`src/rtl/i2c_target.sv`:
```
// I2C target: synchronizes SCL/SDA, detects START/STOP, matches a 7-bit address and
// serves a byte-wide register file through an auto-incrementing pointer.
//
// state      | meaning
// IDLE       | bus free, waiting for START
// ADDR       | shifting in address + R/W bit
// ADDR_ACK   | driving ACK for our address
// PTR        | shifting in register pointer
// PTR_ACK    | driving ACK for pointer byte
// WR_DATA    | shifting in a write data byte
// WR_ACK     | driving ACK for write data
// RD_DATA    | driving read data bits
// RD_ACK     | sampling master ACK/NACK
// WAIT_STOP  | not addressed / NACKed, ignore bus
module i2c_target #(
  parameter logic [6:0] SLAVE_ADDR = 7'h50,
  parameter int         MEM_DEPTH  = 16,
  localparam int        PTR_W      = $clog2(MEM_DEPTH)
) (
  input  logic             clk,
  input  logic             rst_n,
  input  logic             scl_i,
  input  logic             sda_i,
  output logic             sda_oe_o,
  output logic             busy_o,
  output logic             wr_valid_o,
  output logic [PTR_W-1:0] wr_ptr_o,
  output logic [7:0]       wr_data_o
);

  typedef enum logic [3:0] {
    S_IDLE, S_ADDR, S_ADDR_ACK, S_PTR, S_PTR_ACK,
    S_WR_DATA, S_WR_ACK, S_RD_DATA, S_RD_ACK, S_WAIT_STOP
  } state_t;

  logic scl_s1_q, scl_s2_q, scl_p_q, sda_s1_q, sda_s2_q, sda_p_q;
  logic rise_q, fall_q, start_q, stop_q, bit_q;

  state_t           state_q;
  logic [2:0]       cnt_q;
  logic             ph_q;
  logic             rw_q;
  logic [7:0]       shift_q;
  logic [PTR_W-1:0] ptr_q;
  logic             sda_oe_q, busy_q, wr_valid_q;
  logic [PTR_W-1:0] wr_ptr_q;
  logic [7:0]       wr_data_q;
  logic [7:0]       mem_q [MEM_DEPTH];

  logic [7:0]       rx_byte;
  logic [PTR_W-1:0] ptr_inc;

  assign rx_byte = {shift_q[6:0], bit_q};
  assign ptr_inc = ptr_q + PTR_W'(1);

  // Synchronizers idle high so reset release never fakes an edge
  always_ff @(posedge clk or negedge rst_n) begin
    if (!rst_n) begin
      scl_s1_q <= 1'b1; scl_s2_q <= 1'b1; scl_p_q <= 1'b1;
      sda_s1_q <= 1'b1; sda_s2_q <= 1'b1; sda_p_q <= 1'b1;
      rise_q   <= 1'b0; fall_q   <= 1'b0;
      start_q  <= 1'b0; stop_q   <= 1'b0; bit_q <= 1'b1;
    end else begin
      scl_s1_q <= scl_i;    scl_s2_q <= scl_s1_q; scl_p_q <= scl_s2_q;
      sda_s1_q <= sda_i;    sda_s2_q <= sda_s1_q; sda_p_q <= sda_s2_q;
      rise_q   <= scl_s2_q & ~scl_p_q;
      fall_q   <= ~scl_s2_q & scl_p_q;
      start_q  <= scl_s2_q & scl_p_q & sda_p_q & ~sda_s2_q;
      stop_q   <= scl_s2_q & scl_p_q & ~sda_p_q & sda_s2_q;
      bit_q    <= sda_s2_q;
    end
  end

  always_ff @(posedge clk or negedge rst_n) begin
    if (!rst_n) begin
      state_q    <= S_IDLE;
      cnt_q      <= 3'd0;
      ph_q       <= 1'b0;
      rw_q       <= 1'b0;
      shift_q    <= 8'h00;
      ptr_q      <= '0;
      sda_oe_q   <= 1'b0;
      busy_q     <= 1'b0;
      wr_valid_q <= 1'b0;
      wr_ptr_q   <= '0;
      wr_data_q  <= 8'h00;
      mem_q      <= '{default: 8'h00};
    end else begin
      wr_valid_q <= 1'b0;
      if (start_q) begin
        state_q  <= S_ADDR;
        cnt_q    <= 3'd0;
        ph_q     <= 1'b0;
        busy_q   <= 1'b1;
        sda_oe_q <= 1'b0;
      end else if (stop_q) begin
        state_q  <= S_IDLE;
        cnt_q    <= 3'd0;
        ph_q     <= 1'b0;
        busy_q   <= 1'b0;
        sda_oe_q <= 1'b0;
      end else begin
        case (state_q)
          S_ADDR: if (rise_q) begin
            shift_q <= rx_byte;
            cnt_q   <= cnt_q + 3'd1;
            if (cnt_q == 3'd7) begin
              ph_q    <= 1'b0;
              rw_q    <= bit_q;
              state_q <= (rx_byte[7:1] == SLAVE_ADDR) ? S_ADDR_ACK : S_WAIT_STOP;
            end
          end
          // ph_q=0: ACK not yet driven; ph_q=1: ACK on bus until the next fall
          S_ADDR_ACK: if (fall_q) begin
            if (!ph_q) begin
              sda_oe_q <= 1'b1;
              ph_q     <= 1'b1;
              shift_q  <= mem_q[ptr_q];
            end else begin
              ph_q  <= 1'b0;
              cnt_q <= 3'd0;
              if (rw_q) begin
                sda_oe_q <= ~shift_q[7];
                shift_q  <= {shift_q[6:0], 1'b0};
                state_q  <= S_RD_DATA;
              end else begin
                sda_oe_q <= 1'b0;
                state_q  <= S_PTR;
              end
            end
          end
          S_PTR: if (rise_q) begin
            shift_q <= rx_byte;
            cnt_q   <= cnt_q + 3'd1;
            if (cnt_q == 3'd7) begin
              ptr_q   <= rx_byte[PTR_W-1:0];
              ph_q    <= 1'b0;
              state_q <= S_PTR_ACK;
            end
          end
          S_PTR_ACK, S_WR_ACK: if (fall_q) begin
            if (!ph_q) begin
              sda_oe_q <= 1'b1;
              ph_q     <= 1'b1;
            end else begin
              sda_oe_q <= 1'b0;
              ph_q     <= 1'b0;
              cnt_q    <= 3'd0;
              state_q  <= S_WR_DATA;
            end
          end
          S_WR_DATA: if (rise_q) begin
            shift_q <= rx_byte;
            cnt_q   <= cnt_q + 3'd1;
            if (cnt_q == 3'd7) begin
              mem_q[ptr_q] <= rx_byte;
              wr_valid_q   <= 1'b1;
              wr_ptr_q     <= ptr_q;
              wr_data_q    <= rx_byte;
              ptr_q        <= ptr_inc;
              ph_q         <= 1'b0;
              state_q      <= S_WR_ACK;
            end
          end
          // Entered on a fall, so a fall seen with cnt_q==0 follows the 8th rise
          S_RD_DATA: begin
            if (rise_q) begin
              cnt_q <= cnt_q + 3'd1;
            end else if (fall_q) begin
              if (cnt_q == 3'd0) begin
                sda_oe_q <= 1'b0;
                ph_q     <= 1'b0;
                state_q  <= S_RD_ACK;
              end else begin
                sda_oe_q <= ~shift_q[7];
                shift_q  <= {shift_q[6:0], 1'b0};
              end
            end
          end
          S_RD_ACK: begin
            if (rise_q && !ph_q) begin
              ptr_q <= ptr_inc;
              if (!bit_q) begin
                shift_q <= mem_q[ptr_inc];
                ph_q    <= 1'b1;
              end else begin
                state_q <= S_WAIT_STOP;
              end
            end else if (fall_q && ph_q) begin
              sda_oe_q <= ~shift_q[7];
              shift_q  <= {shift_q[6:0], 1'b0};
              cnt_q    <= 3'd0;
              ph_q     <= 1'b0;
              state_q  <= S_RD_DATA;
            end
          end
          default: ;
        endcase
      end
    end
  end

  assign sda_oe_o   = sda_oe_q;
  assign busy_o     = busy_q;
  assign wr_valid_o = wr_valid_q;
  assign wr_ptr_o   = wr_ptr_q;
  assign wr_data_o  = wr_data_q;

endmodule

```
`config.mk`:
```
export PLATFORM = sky130hd
export DESIGN_NAME = i2c_target
export DESIGN_NICKNAME = d
export VERILOG_FILES = /design/src/rtl/i2c_target.sv
export SDC_FILE = /design/constraint.sdc
export NUM_CORES = 1
export LEC_CHECK = 0
export BUFFER_PORTS_ARGS = -buffer_cell sky130_fd_sc_hd__buf_2
export CORE_UTILIZATION = 25
export DETAILED_ROUTE_END_ITERATION = 8
export GPL_ROUTABILITY_DRIVEN = 0
export PLACE_DENSITY = 0.39
export SETUP_SLACK_MARGIN = 0.5
export SLEW_MARGIN = 0
export SYNTH_ARGS = -nofsm -noshare
export SYNTH_HDL_FRONTEND = slang
export SYNTH_SLANG_ARGS = --single-unit
```
`constraint.sdc`:
```
create_clock -name clk -period 3.46 [get_ports clk]
set_input_delay 0.692 -clock clk [delete_from_list [all_inputs] [get_ports clk]]
set_output_delay 0.692 -clock clk [all_outputs]
set_load 0.005 [all_outputs]
```
==> reports/metrics.csv <==
stage,metric,value,unit
outcome,status,finished clean,
drt,via_count,6364,
clock_network,ctsHoldBuffers,0,
drt,drtPass1Iterations,4,
grt,grt_start_max_net_pins,87,
final_layout,finalNonFillerCells,1261,
timing,slew_viol_final,0,
synthesis,netlist_area,9400,um2
grt,track_usage,15.6,%
final_layout,drive_gt1_share,35.1,%
final_layout,layout_common_cells,"dfrtp_1, mux2_2, nand2_1",
synthesis,syn_nets,782,
clock_network,cts_buffer_depth,2,
synthesis,ys_seq_elements,174,
setup_path,cp.required,3.76,ns
clock_network,cts_resized,0,
timing,timing.final.crit_period,2.78,ns
setup_path,r2r-end,shift_q[6]$_DFFE_PN0P_,
floorplan,die_area,38400,um2
placement,dp_cells,1229,
final_layout,final_common_cell,dfrtp_1,
drt,drt_iter0_markers,344,
synthesis,synth_edf_count,0,
final_layout,syn_to_final_growth,13.9,%
grt,antenna_found_initial,0,
placement,place_ws,0.654,ns
setup_path,r2r_setup_slack,0.68,ns
power,irDropWorstVdd,0.460,mV
drt,drc,0,
final_layout,final-seq-area,4360,um2
clock_network,cts_tree,yes,
floorplan,initial_core_util,25.6,%
setup_path,reg2reg_depth,8,
floorplan,ioPinCount,19,
synthesis,yosysUniqueCellTypes,59,
final_layout,multi_input_area,4730,um2
timing,period_share,80.2,%
setup_path,crit_fanout,64,
final_layout,fillers,3771,
placement,dp_hpwl,19.3,mm
power,leakage,4.63,nW
timing,setup_ws,0.684,ns
floorplan,rows,70,
drt,via_per_inst,5.05,
clock_network,cts_htree_levels,4,
clock_network,clkSinkCount,174,
synthesis,async_flop_share,100,%
setup_path,r2r_start,ptr_q[0]$_DFFE_PN0P_,
grt,grt_pass1_vias,6656,
hold_path,hold_class,input pin to asynchronous set/reset pin,
power,power_density,657,nW/um2
clock_network,postCtsSetupBuffers,0,
synthesis,synth.avg_cell_area,12.2,um2
flow_run,max_cap_violations,0,
floorplan,core_area,36800,um2
drt,drt_wl_total,28.9,mm
timing,finalHoldViolations,0,
drt,ant_nets,0,
clock_network,cts_buffers,17,
floorplan,die_y,196,um
placement,io_buffers,18,
floorplan,die_w,196,um
synthesis,syn_inst,771,
timing,skew,0.0229,ns
grt,gr-total-overflow,0,
setup_path,start_kind,flop,
grt,grt_pass1_wl,44.3,mm
setup_path,worstPathArrival,3.07,ns
synthesis,ys_seq_area_share,46.4,%
final_layout,n_antenna_cell,0,
drt,routedWlPerCell,22.9,um
clock_network,cts-root-buf,clkbuf_16,
timing,max_slew_margin,40.2,%
synthesis,ys.flop_type,dfrtp_1,
clock_network,worstSkewPairLatency,0.45,ns
timing,fmax,0.360,GHz
timing,fin_setup_tns,0,ns
timing,tightestPinTransition,0.897,ns
timing,setup_violations,0,
synthesis,yosys_warnings,0,
clock_network,path_clk_slew,0.08,ns
setup_path,worstSetupPathType,flop to flop,
timing,grt_setup_unrepaired,false,
final_layout,nets,791,
setup_path,endpoint_kind,flop,
==> worst max-delay path, cell delays in order (launching register included) <==
cell     delay [ns]
dfrtp_2        0.40
buf_12         0.33
ha_1           0.28
xor2_2         0.57
buf_4          0.38
mux2i_1        0.31
o32ai_1        0.11
nor2_1         0.13
a31oi_1        0.09
==> how the worst max path moves through the flow <==
stage	depth (start not counted)	from	to	slack [ns]
after floorplan	13	ptr_q[0]$_DFFE_PN0P_	shift_q[5]$_DFFE_PN0P_	0.54
after global placement	8	ptr_q[0]$_DFFE_PN0P_	shift_q[6]$_DFFE_PN0P_	0.67
after detailed placement	8	ptr_q[0]$_DFFE_PN0P_	shift_q[6]$_DFFE_PN0P_	0.65
after CTS	8	ptr_q[0]$_DFFE_PN0P_	shift_q[6]$_DFFE_PN0P_	0.63
after global routing	8	ptr_q[0]$_DFFE_PN0P_	shift_q[6]$_DFFE_PN0P_	0.53
final	8	ptr_q[0]$_DFFE_PN0P_	shift_q[6]$_DFFE_PN0P_	0.68
==> through the flow <==
step                      hold slack (ns)  util [%]  area, um2  power [mW]
final                               0.327      29.1      10700        7.03
after global placement              0.350      27.5      10100        5.18
after global routing                0.338      29.1      10700        7.41
after floorplan                     0.345         -       9420        4.20
after CTS                           0.339      29.1      10700        7.12
after detailed placement            0.348      27.5      10100        5.15
==> routing by layer <==
layer	vias to the layer above	global-route usage, %	routed length, um
li1	2890	-	-
met3	14	2.17	737
met5	-	0	0
met2	84	25.3	13900
met4	0	3.94	363
met1	3376	21.8	13900
==> synthesized netlist by cell type (all sizes together) (8+ instances only) <==
cell	number	area [um2]
a21oi	33	165
a31oi	11	68.8
buf	29	143
clkbuf	28	105
dfrtp	168	4200
inv	19	71.3
mux2	117	1320
mux2i	44	440
mux4	51	1150
nand2	67	282
nand3	15	75.1
nor2	19	71.3
nor3	11	55.1
o21ai	44	220
o21bai	8	60.1
o22ai	16	100
o32ai	8	70.1
==> kinds of logic (layout without fill, tap and decap cells) <==
logic type                 Yosys count  in the layout  share of synthesized area [%]
DFF                                174            174                           46.4
adders and majority gates            8              8                           1.04
buffers and inverters               77             99                           3.43
AOI/OAI and AO/OA                  140            140                           9.02
muxes                              212            212                           30.9
and+or+nand+nor                    155            155                           8.72
xor gates and xnor gates             5              5                          0.466
==> where the power goes <==
group	total [mW]	switching, mW	leakage, nW	internal [mW]
sequential	2.45	0.298	2.37	2.15
clock	1.94	0.962	0.282	0.983
combinational	2.63	1.63	1.98	1.00
total	7.03	2.89	4.63	4.14
==> final cells by class <==
cell class | instances | area share, %
multi-input cells | 520 | 44.1
clock inverters | 14 | 1.38
well taps | 468 | 5.47
flip-flops and latches | 174 | 40.8
inverters | 20 | 0.713
clock buffers | 18 | 4.10
repair buffers | 47 | 3.42
==> flip-flops by register name, summed over array words and instances (netlist names), 3 cells and up <==
signal     flops
cnt_q          3
mem_q        128
ptr_q          4
shift_q        8
state_q        4
wr_data_o      8
wr_ptr_o       4
(Power assumes the default switching activity.)
